==> config.mk <==
export PLATFORM = sky130hd
export DESIGN_NAME = pipelined_adder
export DESIGN_NICKNAME = d
export VERILOG_FILES = /design/src/rtl/adder_pkg.sv /design/src/rtl/adder_stage.sv /design/src/rtl/pipelined_adder.sv
export SDC_FILE = /design/constraint.sdc
export NUM_CORES = 1
export LEC_CHECK = 0
export BUFFER_PORTS_ARGS = -buffer_cell sky130_fd_sc_hd__buf_2
export CAP_MARGIN = 20
export CORE_ASPECT_RATIO = 0.5
export CORE_MARGIN = 8
export CORE_UTILIZATION = 35
export DETAILED_ROUTE_END_ITERATION = 10
export SYNTH_ARGS = -nofsm -noshare
export SYNTH_HDL_FRONTEND = slang
export SYNTH_HIERARCHICAL = 1
export SYNTH_SLANG_ARGS = --single-unit
export TNS_END_PERCENT = 10
==> constraint.sdc <==
create_clock -name clk -period 2.82 [get_ports clk]
set_clock_uncertainty 0.1 [all_clocks]
set_input_delay 0.564 -clock clk [delete_from_list [all_inputs] [get_ports clk]]
set_output_delay 0.564 -clock clk [all_outputs]
set_load 0.005 [all_outputs]
==> src/rtl/adder_pkg.sv <==
// Shared types and helpers for pipelined_adder and its per-slice adder_stage.
// Optional overflow output is controlled by PIPELINED_ADDER_OVF_EN in the top.
package adder_pkg;

  // Widest slice a single stage may resolve; bounds the payload struct below.
  localparam int unsigned MAX_CHUNK = 32;

  typedef enum logic {
    OP_ADD = 1'b0,
    OP_SUB = 1'b1
  } op_mode_e;

  typedef struct packed {
    logic [MAX_CHUNK-1:0] slice_sum;
    logic                 carry;
    logic                 carry_msb;
    logic                 valid;
  } stage_t;

  function automatic int unsigned calc_stages(input int unsigned width,
                                              input int unsigned chunk);
    return (chunk == 0 || chunk > width) ? 1 : width / chunk;
  endfunction

endpackage

==> src/rtl/adder_stage.sv <==
// One CHUNK-bit slice of the pipelined adder: slice sum, carry out and the
// carry into the slice MSB, registered together with the valid bit.
module adder_stage
  import adder_pkg::*;
#(
  parameter int unsigned CHUNK = 4
) (
  input  logic             clk,
  input  logic             rst,
  input  logic             i_en,
  input  logic [CHUNK-1:0] i_a,
  input  logic [CHUNK-1:0] i_b,
  input  logic             i_carry,
  input  logic             i_valid,
  output stage_t           o_q
);

  logic [CHUNK:0] w_full;
  stage_t         w_d;
  stage_t         r_q;

  // NOTE: every field gets a default first so no path through the block can infer a latch.
  always_comb begin
    w_d           = '0;
    w_full        = {1'b0, i_a} + {1'b0, i_b} + {{CHUNK{1'b0}}, i_carry};
    w_d.slice_sum = MAX_CHUNK'(w_full[CHUNK-1:0]);
    w_d.carry     = w_full[CHUNK];
    // Sum bit = a ^ b ^ carry-in, so the carry into the MSB falls out by XOR.
    w_d.carry_msb = w_full[CHUNK-1] ^ i_a[CHUNK-1] ^ i_b[CHUNK-1];
    w_d.valid     = i_valid;
  end

  // NOTE: state updates use non-blocking assignments so every stage samples pre-edge values.
  always_ff @(posedge clk or posedge rst) begin
    if (rst) begin
      r_q <= '0;
    end else if (i_en) begin
      r_q <= w_d;
    end
  end

  assign o_q = r_q;

endmodule

==> src/rtl/pipelined_adder.sv <==
// Skewed-pipeline add/subtract unit resolving CHUNK bits per stage with valid/ready flow control.
// Define PIPELINED_ADDER_OVF_EN to add the registered signed-overflow output ovf.
module pipelined_adder
  import adder_pkg::*;
#(
  parameter int unsigned WIDTH = 16,
  parameter int unsigned CHUNK = 4
) (
  input  logic             clk,
  input  logic             rst,
  input  logic [WIDTH-1:0] a,
  input  logic [WIDTH-1:0] b,
  input  logic             c_in,
  input  logic             sub,
  input  logic             in_valid,
  output logic             in_ready,
  output logic [WIDTH-1:0] sum,
  output logic             c_out,
`ifdef PIPELINED_ADDER_OVF_EN
  output logic             ovf,
`endif
  output logic             out_valid,
  input  logic             out_ready
);

  localparam int unsigned STAGES = calc_stages(WIDTH, CHUNK);

  if (!(CHUNK >= 1 && CHUNK <= MAX_CHUNK && (WIDTH % CHUNK) == 0)) begin : g_bad_cfg
    $error("pipelined_adder: CHUNK must be 1..%0d and divide WIDTH", MAX_CHUNK);
  end

  logic             w_stall;
  logic             w_en;
  logic [WIDTH-1:0] w_b_eff;
  logic [WIDTH-1:0] w_a_in    [STAGES];
  logic [WIDTH-1:0] w_b_in    [STAGES];
  logic [WIDTH-1:0] w_res_in  [STAGES];
  logic [WIDTH-1:0] w_res_out [STAGES];
  logic             w_carry_in[STAGES];
  logic             w_valid_in[STAGES];
  stage_t           w_stage   [STAGES];

  // A result waiting on the consumer freezes the whole pipe, bubbles included.
  assign w_stall  = w_stage[STAGES-1].valid && !out_ready;
  assign w_en     = !w_stall;
  assign in_ready = w_en;
  assign w_b_eff  = (op_mode_e'(sub) == OP_SUB) ? ~b : b;

  for (genvar k = 0; k < STAGES; k++) begin : g_stage
    logic w_unused_bits;

    if (k == 0) begin : g_head
      assign w_a_in[k]     = a;
      assign w_b_in[k]     = w_b_eff;
      assign w_res_in[k]   = '0;
      assign w_carry_in[k] = c_in;
      assign w_valid_in[k] = in_valid;
    end else begin : g_tail
      // r_a/r_b track the operands alongside stage k-1; r_res tracks the
      // lower result slices alongside stage k.
      logic [WIDTH-1:0] r_a;
      logic [WIDTH-1:0] r_b;
      logic [WIDTH-1:0] r_res;

      always_ff @(posedge clk or posedge rst) begin
        if (rst) begin
          r_a   <= '0;
          r_b   <= '0;
          r_res <= '0;
        end else if (w_en) begin
          r_a   <= w_a_in[k-1];
          r_b   <= w_b_in[k-1];
          r_res <= w_res_out[k-1];
        end
      end

      assign w_a_in[k]     = r_a;
      assign w_b_in[k]     = r_b;
      assign w_res_in[k]   = r_res;
      assign w_carry_in[k] = w_stage[k-1].carry;
      assign w_valid_in[k] = w_stage[k-1].valid;
    end

    adder_stage #(
      .CHUNK(CHUNK)
    ) u_stage (
      .clk     (clk),
      .rst     (rst),
      .i_en    (w_en),
      .i_a     (w_a_in[k][k*CHUNK +: CHUNK]),
      .i_b     (w_b_in[k][k*CHUNK +: CHUNK]),
      .i_carry (w_carry_in[k]),
      .i_valid (w_valid_in[k]),
      .o_q     (w_stage[k])
    );

    assign w_res_out[k]  = w_res_in[k]
                         | (WIDTH'(w_stage[k].slice_sum[CHUNK-1:0]) << (k * CHUNK));
    assign w_unused_bits = ^w_stage[k].slice_sum ^ w_stage[k].carry_msb;
  end

  assign sum       = w_res_out[STAGES-1];
  assign c_out     = w_stage[STAGES-1].carry;
  assign out_valid = w_stage[STAGES-1].valid;

`ifdef PIPELINED_ADDER_OVF_EN
  assign ovf = w_stage[STAGES-1].carry_msb ^ w_stage[STAGES-1].carry;
`endif

endmodule

==> qor.yml, run 1 <==
outcome: "complete, no violations"
placed_area_um2: 4842
area_delta_synth_final_pct: 14.11
cts_made_buffers: 9
power_mw: 5.732
synth_area_per_cell_um2: 14.69
start_util: 0.3586
multiInputGateArea_um2: 1797
p_leak_nw: 2.442
ys_warn_count: 6
finalInstanceArea_um2: 5181
place_inst: 514
crit_fanout: 16
viasPerCell: 4.396
cp_top_family: "simple AND/OR/NAND/NOR gates"
drv_cap: 0
path_cells: "nor2b_4 > inv_6 > buf_2"
crit_path_top_delay_cell: "nor2b_4"
layout.nets: 413
grt_max_degree: 47
critPathRequiredTime_ps: 2160
hp-class: "input pin to asynchronous set/reset pin"
hold_viol: 0
critPathArrivalTime_ps: 1460
first_global_vias: 2483
io_pins: 57
mostFrequentLayoutCell: "dfrtp_1"
max_slew_margin: 0.5907
ant_nets: 0
period_minus_slack_ps: 2120
die_x_um: 177.1
path_class: "flip-flop to output port"
syn_inst: 309
rows: 29
cts_resized: 0
drive_gt1_frac: 0.4708
critPathMaxStageDelay_ps: 410
globalplace.congestion: 0.7113
grt-ovfl-total: 0
instances_no_fill: 530
rsz0062_at_grt: "no"
num-fill-cells: 1195
wl_um: 7598
postCtsSetupBuffers: 0
fmax_mhz: 471.7
grt_pass1_wl_um: 12920
syn_area_um2: 4541
drt_iter0_markers: 79
post-dp-hpwl_um: 5510
final_cell_mix: "dfrtp_1 (96), mux2_2 (65), buf_2 (56)"
h-tree-depth: 3
die_h_um: 96.54
tightest_slew_ps: 613.0
wl_per_cell_um: 14.34
cts.path.max_buffers: 2
antenna_found_initial: 0
seqCellArea_um2: 2402
ctsHoldBuffers: 0
setup_viol: 0
root_buffer: "clkbuf_16"
period_share: 0.7518
insertion_delay_ps: 330
ir_worst_vdd_v: 0.0003525
vias: 2330
core_area_um2: 12660
drc_errors: 0
slew_violations: 0
finalSetupTns_ps: 0
synth_nets: 367
power.density_nw_per_um2: 1106
cp-end-kind: "output port"
dr.pass1.iters: 4
cts_tree: "done"
io_buffers: 56
cts_sinks: 96
path_buf_inv: 2
path_clk_slew_ps: 60
dieArea_um2: 17100
crit_path_start_kind: "flip-flop"
gr-usage-all-layers: 0.09705
[sequential cells by signal, summed over array words and instances (netlist names)]
register	cells
g_stage.g_tail.r_b	24
g_stage.g_tail.r_res	24
g_stage.g_tail.r_a	24
g_stage.u_stage/o_q	24
[path summary, 6_finish.rpt]
check / startpoint / to / slack (ps) / depth (start not counted)
max: g_stage[3].u_stage/o_q[0]$_DFFE_PP0P_ / in_ready / 700 / 3
min: rst / g_stage[1].u_stage/o_q[4]$_DFFE_PP0P_ / 90 / 2
max reg2reg: g_stage[2].g_tail.r_a[8]$_DFFE_PP0N_ / g_stage[2].u_stage/o_q[2]$_DFFE_PP0P_ / 980 / 7
min reg2reg: g_stage[3].g_tail.r_res[8]$_DFFE_PP0N_ / g_stage[3].g_tail.r_res[8]$_DFFE_PP0N_ / 400 / 1
max in group asynchronous: rst / g_stage[2].g_tail.r_b[12]$_DFFE_PP0N_ / 1720 / 3
min in group clk: a[7] / g_stage[1].g_tail.r_a[7]$_DFFE_PP0N_ / 350 / 2
[power breakdown]
part | internal (mW) | switching (mW) | total (mW)
clock | 0.887 | 0.484 | 1.37
combinational | 1.23 | 0.805 | 2.03
sequential | 2.00 | 0.332 | 2.33
[through the flow]
step	hold WS, ps	setup WS (ps)	util
after global placement	382.9	548.3	0.3824
after detailed placement	388.8	506.7	0.3824
after CTS	87.97	657.9	0.4090
after global routing	103.6	572.6	0.4090
after floorplan	255.0	331.1	-
final	85.49	699.8	0.4091
[cell type report]
cell class	count	area share
flip-flops and latches	96	0.4637
multi-input cells	165	0.3468
diodes	1	0.0004830
clock inverters	3	0.01739
well taps	170	0.04105
inverters	22	0.01690
clock buffers	12	0.04757
repair buffers	61	0.06617
[routing by layer]
metal / GRT usage / up-vias / part of all wire
met3: 0.03142 / 11 / 0.037
met4: 0.03961 / 0 / 0.016
li1: - / 1116 / -
met5: 0 / - / 0
met2: 0.1525 / 29 / 0.46
met1: 0.1235 / 1174 / 0.49
[worst reg2reg max path, delay by kind of cell, from the launching register on]
family / cells / cell delay (ps)
AO/OA/AOI/OAI: 3 / 410
buffers and inverters: 2 / 140
adder cells (fa/ha/maj): 2 / 680
flip-flops: 1 / 400
No activity file was read; power rests on OpenSTA's default activity.
==> run 2, diff against run 1 <==
==> constraint.sdc (replaced) <==
create_clock -name clk -period 2.1 [get_ports clk]
set_clock_uncertainty 0.1 [all_clocks]
set_input_delay 0.42 -clock clk [delete_from_list [all_inputs] [get_ports clk]]
set_output_delay 0.42 -clock clk [all_outputs]
set_load 0.005 [all_outputs]
==> run 2 against run 1 <==
Wire length up 1.2%. Die area unchanged. Global-route usage is 0.15 points higher. Via count decreased by 1.5%. Combinational power is 33% higher. Largest cell class unchanged. Utilization decreased by 0.21 points. Final cell count up 0.19%. Worst hold slack improved by 130 ps. First-iteration DRC count down 5.1%. Clock power increased by 15%.
==> qor.yml, run 2 (same netlist as run 1, synthesis figures left out) <==
wl_um: 7691  # +1.2%
cp-end-kind: "output port"
n_antenna_cell: 0  # -1
path_cells: "nor2b_4 > inv_8 > buf_2"
finalInstanceArea_um2: 5155  # -0.51%
power_mw: 7.419  # +29%
io_pins: 57  # unchanged
dieArea_um2: 17100  # unchanged
path_class: "flip-flop to output port"
drive_gt1_frac: 0.4709  # about the same
cts_tree: "done"
grt-ovfl-total: 0  # unchanged
h-tree-depth: 3  # unchanged
period_share: 0.9182
die_h_um: 96.54  # unchanged
antenna_found_initial: 1  # +1
root_buffer: "clkbuf_16"
rsz0062_at_grt: "no"
cts_made_buffers: 9  # unchanged
start_util: 0.3586  # unchanged
cts_sinks: 96  # unchanged
drv_cap: 0  # unchanged
fmax_mhz: 518.6
drc_errors: 0  # unchanged
rows: 29  # unchanged
viasPerCell: 4.320  # -1.7%
dr.pass1.iters: 4  # unchanged
r2r_cells: 7  # unchanged
area_delta_synth_final_pct: 13.53
globalplace.congestion: 0.6932  # -2.5%
critPathRequiredTime_ps: 1580  # -580 ps
hold_path_depth: 2
num-fill-cells: 1183  # -1.0%
setup_viol: 0  # unchanged
final_util: 0.4071  # -0.002075
multiInputGateArea_um2: 1797  # unchanged
cp_top_family: "buffers and inverters"
io_buffers: 56  # unchanged
first_global_vias: 2561  # +3.1%
crit_fanout: 54  # +38
seqCellArea_um2: 2402  # unchanged
period_minus_slack_ps: 1928
final_cell_mix: "dfrtp_1 (96), mux2_2 (65), buf_2 (56)"
crit_path_top_delay_cell: "dfrtp_1"
tightest_slew_ps: 549.3  # -63.67 ps
path_buf_inv: 2  # unchanged
cp_num_cells: 3  # unchanged
insertion_delay_ps: 330  # about the same
path_clk_slew_ps: 60  # about the same
slew_violations: 0  # unchanged
crit_path_start_kind: "flip-flop"
wl_per_cell_um: 14.48  # +1.0%
grt_pass1_wl_um: 13150  # +1.8%
hp-class: "input pin to flip-flop"
critPathMaxStageDelay_ps: 400  # about the same
max_slew_margin: 0.6330  # +0.04227
ant_nets: 0  # unchanged
die_x_um: 177.1  # unchanged
grt_max_degree: 55  # +17%
gr-usage-all-layers: 0.09860  # +0.001542
power.density_nw_per_um2: 1439  # +30%
cts.path.max_buffers: 2  # unchanged
holdWs_ps: 218.8  # +133.4 ps
post-dp-hpwl_um: 5617  # +2.0%
ir_worst_vdd_v: 0.0004347  # +23%
drt_iter0_markers: 75  # -5.1%
p_leak_nw: 2.423  # -0.76%
critPathArrivalTime_ps: 1410  # -50 ps
layout.nets: 415  # +0.48%
mostFrequentLayoutCell: "dfrtp_1"
hold_viol: 0  # unchanged
postCtsSetupBuffers: 0  # unchanged
vias: 2294  # -1.5%
outcome: "complete, no violations"
core_area_um2: 12660  # unchanged
placed_area_um2: 4853  # +0.23%
==> run 2: cell count changes in the layout (fill, tap and decap cells not counted), sizes merged <==
cell	delta
bufinv	-2
clkinvlp	+2
buf	+1
clkinv	+1
diode	-1
dlygate4sd3	+1
inv	-1
==> run 2: worst reg2reg max path, stage by stage, from the launching register on <==
cell and delay, ps:
dfrtp_1 400, fa_1 480, inv_1 90, fa_1 210
inv_1 50, a21o_1 170, a21oi_1 160, a21oi_1 80
==> run 2: per-layer routing <==
layer / GRT usage / part of all wire / vias to the layer above / wire length [µm]
met1: 0.1268 / 0.49 / 1134 / 3766
li1: - / - / 1124 / -
met2: 0.1572 / 0.46 / 26 / 3576
met4: 0.03127 / 0.0090 / 2 / 69
met3: 0.03181 / 0.034 / 8 / 265
met5: 0 / 0.0017 / - / 13
==> run 2: cell type report <==
class                      count  share of cell area
timing repair buffer          63             0.06990
clock inverter                 3            0.008252
sequential                    96              0.4660
tap                          170             0.04126
inverter                      22             0.01820
multi-input combinational    165              0.3485
clock buffer                  12             0.04782
==> run 2: repair_timing <==
action / 4_1_cts / 5_1_grt
hold buffers: 1 / 0
hold endpoints to repair: 18 / 0
setup endpoints to repair: 0 / 1
resized for setup: 0 / 2
==> run 2: worst paths after layout <==
path | from | end | slack [ps]
max | g_stage[3].u_stage/o_q[0]$_DFFE_PP0P_ | in_ready | 170
max reg2reg | g_stage[2].g_tail.r_a[8]$_DFFE_PP0N_ | g_stage[2].u_stage/o_q[2]$_DFFE_PP0P_ | 230
min in group asynchronous | rst | g_stage[1].u_stage/o_q[6]$_DFFE_PP0P_ | 520
min reg2reg | g_stage[2].g_tail.r_res[7]$_DFFE_PP0N_ | g_stage[3].g_tail.r_res[7]$_DFFE_PP0N_ | 400
max in group asynchronous | rst | g_stage[3].g_tail.r_res[6]$_DFFE_PP0N_ | 750
min | a[7] | g_stage[1].g_tail.r_a[7]$_DFFE_PP0N_ | 220
==> run 2: power by group <==
group / total, mW / switching, mW / leakage, nW / internal, mW
clock: 1.58 / 0.636 / 0.139 / 0.947
sequential: 3.12 / 0.439 / 1.12 / 2.68
combinational: 2.71 / 1.08 / 1.17 / 1.64
==> run 2: per-stage QoR <==
step                setup TNS, ps  instances  worst slack [ps]
floorplan                  -165.9        309            -63.16
global placement                0        515             35.67
detailed placement              0        515             18.94
CTS                             0        531             17.03
global route                    0        531             74.19
finish                          0        531             171.9
==> run 3, diff against run 2 <==
--- a/config.mk
+++ b/config.mk
@@ -5,12 +5,12 @@
 export SDC_FILE = /design/constraint.sdc
 export NUM_CORES = 1
 export LEC_CHECK = 0
-export BUFFER_PORTS_ARGS = -buffer_cell sky130_fd_sc_hd__buf_2
 export CAP_MARGIN = 20
 export CORE_ASPECT_RATIO = 0.5
 export CORE_MARGIN = 8
 export CORE_UTILIZATION = 35
 export DETAILED_ROUTE_END_ITERATION = 10
+export DONT_BUFFER_PORTS = 1
 export SYNTH_ARGS = -nofsm -noshare
 export SYNTH_HDL_FRONTEND = slang
 export SYNTH_HIERARCHICAL = 1
==> run 3 against run 2 <==
Sequential share of layout area up 2.9 points. Fmax increased by 2.7%. Utilization decreased by 2.4 points. Clock power about the same. Flip-flop and latch count unchanged.
==> qor.yml, run 3 (same netlist as run 1, synthesis figures left out) <==
first_global_vias: 2452  # -4.3%
slew_violations: 0  # unchanged
final_util: 0.3830  # -0.02411
start_util: 0.3586  # unchanged
ant_nets: 0  # unchanged
period_share: 0.8938  # -0.02432
critPathRequiredTime_ps: 2180  # +600 ps
period_minus_slack_ps: 1877  # -51.07 ps
globalplace.congestion: 0.7364  # +6.2%
num-fill-cells: 1166  # -1.4%
die_x_um: 177.1  # unchanged
finalInstanceArea_um2: 4850  # -5.9%
tightest_slew_ps: 556.7  # +7.347 ps
path_clk_slew_ps: 60  # about the same
outcome: "complete, no violations"
root_buffer: "clkbuf_16"
wl_um: 7687  # about the same
seqCellArea_um2: 2402  # unchanged
critPathArrivalTime_ps: 1960  # +550 ps
area_delta_synth_final_pct: 6.806
cts.path.max_buffers: 2  # unchanged
mostFrequentLayoutCell: "dfrtp_1"
rows: 29  # unchanged
post-dp-hpwl_um: 5665  # +0.85%
drc_errors: 0  # unchanged
drive_gt1_frac: 0.3770  # -0.09386
h-tree-depth: 3  # unchanged
grt-ovfl-total: 0  # unchanged
rsz0062_at_grt: "no"
antenna_found_initial: 3  # +2
cts_sinks: 96  # unchanged
n_antenna_cell: 0  # unchanged
cts_resized: 0  # unchanged
dieArea_um2: 17100  # unchanged
path_class: "flip-flop to flip-flop"
crit_fanout: 2  # -96%
fmax_mhz: 532.7  # +2.7%
hp-class: "input pin to flip-flop"
postCtsSetupBuffers: 0  # unchanged
wl_per_cell_um: 16.18  # +12%
power_mw: 7.288  # -1.8%
ctsHoldBuffers: 1  # unchanged
cts_tree: "done"
drt_iter0_markers: 61  # -19%
io_pins: 57  # unchanged
drv_cap: 0  # unchanged
layout.nets: 358  # -14%
insertion_delay_ps: 330  # about the same
io_buffers: 0  # -100%
viasPerCell: 4.495  # +4.0%
die_h_um: 96.54  # unchanged
grt_max_degree: 55  # unchanged
dr.pass1.iters: 4  # unchanged
dp_slack_ps: 119.9  # +101.0 ps
finalSetupTns_ps: 0  # unchanged
placed_area_um2: 4541  # -6.4%
setup_ws_ps: 222.9  # +51.07 ps
vias: 2135  # -6.9%
multiInputGateArea_um2: 1797  # unchanged
cp-end-kind: "flip-flop"
max_slew_margin: 0.6286  # -0.004424
grt_pass1_wl_um: 12920  # -1.8%
core_area_um2: 12660  # unchanged
power.density_nw_per_um2: 1503  # +4.4%
cts_made_buffers: 9  # unchanged
p_leak_nw: 2.196  # -9.4%
crit_path_start_kind: "flip-flop"
ir_worst_vdd_v: 0.0004203  # -3.3%
gr-usage-all-layers: 0.09664  # -0.001959
setup_viol: 0  # unchanged
final_cell_mix: "dfrtp_1 (96), mux2_2 (65), mux2_4 (23)"
hold_viol: 0  # unchanged
-- run 3: path summary, 6_finish.rpt --
| check | slack, ps | to | depth (start not counted) | start |
|---|---|---|---|---|
| max | 220 | g_stage[2].u_stage/o_q[2]$_DFFE_PP0P_ | 7 | g_stage[2].g_tail.r_a[8]$_DFFE_PP0N_ |
| min | 130 | g_stage[1].g_tail.r_a[14]$_DFFE_PP0N_ | 1 | a[14] |
| max reg2reg | 220 | g_stage[2].u_stage/o_q[2]$_DFFE_PP0P_ | 7 | g_stage[2].g_tail.r_a[8]$_DFFE_PP0N_ |
| min reg2reg | 400 | g_stage[2].g_tail.r_a[15]$_DFFE_PP0N_ | 1 | g_stage[2].g_tail.r_a[15]$_DFFE_PP0N_ |
| max in group asynchronous | 800 | g_stage[2].g_tail.r_a[12]$_DFFE_PP0N_ | 3 | rst |
| min in group asynchronous | 490 | g_stage[1].u_stage/o_q[0]$_DFFE_PP0P_ | 2 | rst |
-- run 3: metrics by stage --
step	hold slack, ps	std cells
detailed placement	135.7	458
global route	111.7	475
CTS	116.3	475
floorplan	111.0	309
finish	129.0	475
global placement	137.4	458
-- run 3: per-layer routing --
| layer | up-vias | track usage | share of wire |
|---|---|---|---|
| li1 | 1004 | - | - |
| met1 | 1082 | 0.1121 | 0.44 |
| met2 | 28 | 0.1648 | 0.49 |
| met3 | 15 | 0.03763 | 0.052 |
| met4 | 6 | 0.03127 | 0.012 |
| met5 | - | 0 | 0.0051 |
-- run 3: worst max-delay path, stage by stage (launching register included) --
cell and delay (ps):
dfrtp_1 400, fa_1 450, inv_1 80, fa_1 210, inv_1 60, a21o_1 190
a21oi_1 150, a21oi_1 80
-- run 3: cell type report --
class,instances,share of cell area
Timing Repair Buffer,6,0.009804
Sequential cell,96,0.4954
Multi-Input combinational cell,165,0.3705
Inverter,22,0.01883
Clock inverter,5,0.01161
Tap cell,170,0.04386
Clock buffer,11,0.05005
-- run 3: report_power, final --
part / internal [mW] / switching [mW]
registers: 2.68 / 0.527
logic: 1.50 / 0.977
clock network: 0.953 / 0.651
total: 5.13 / 2.15
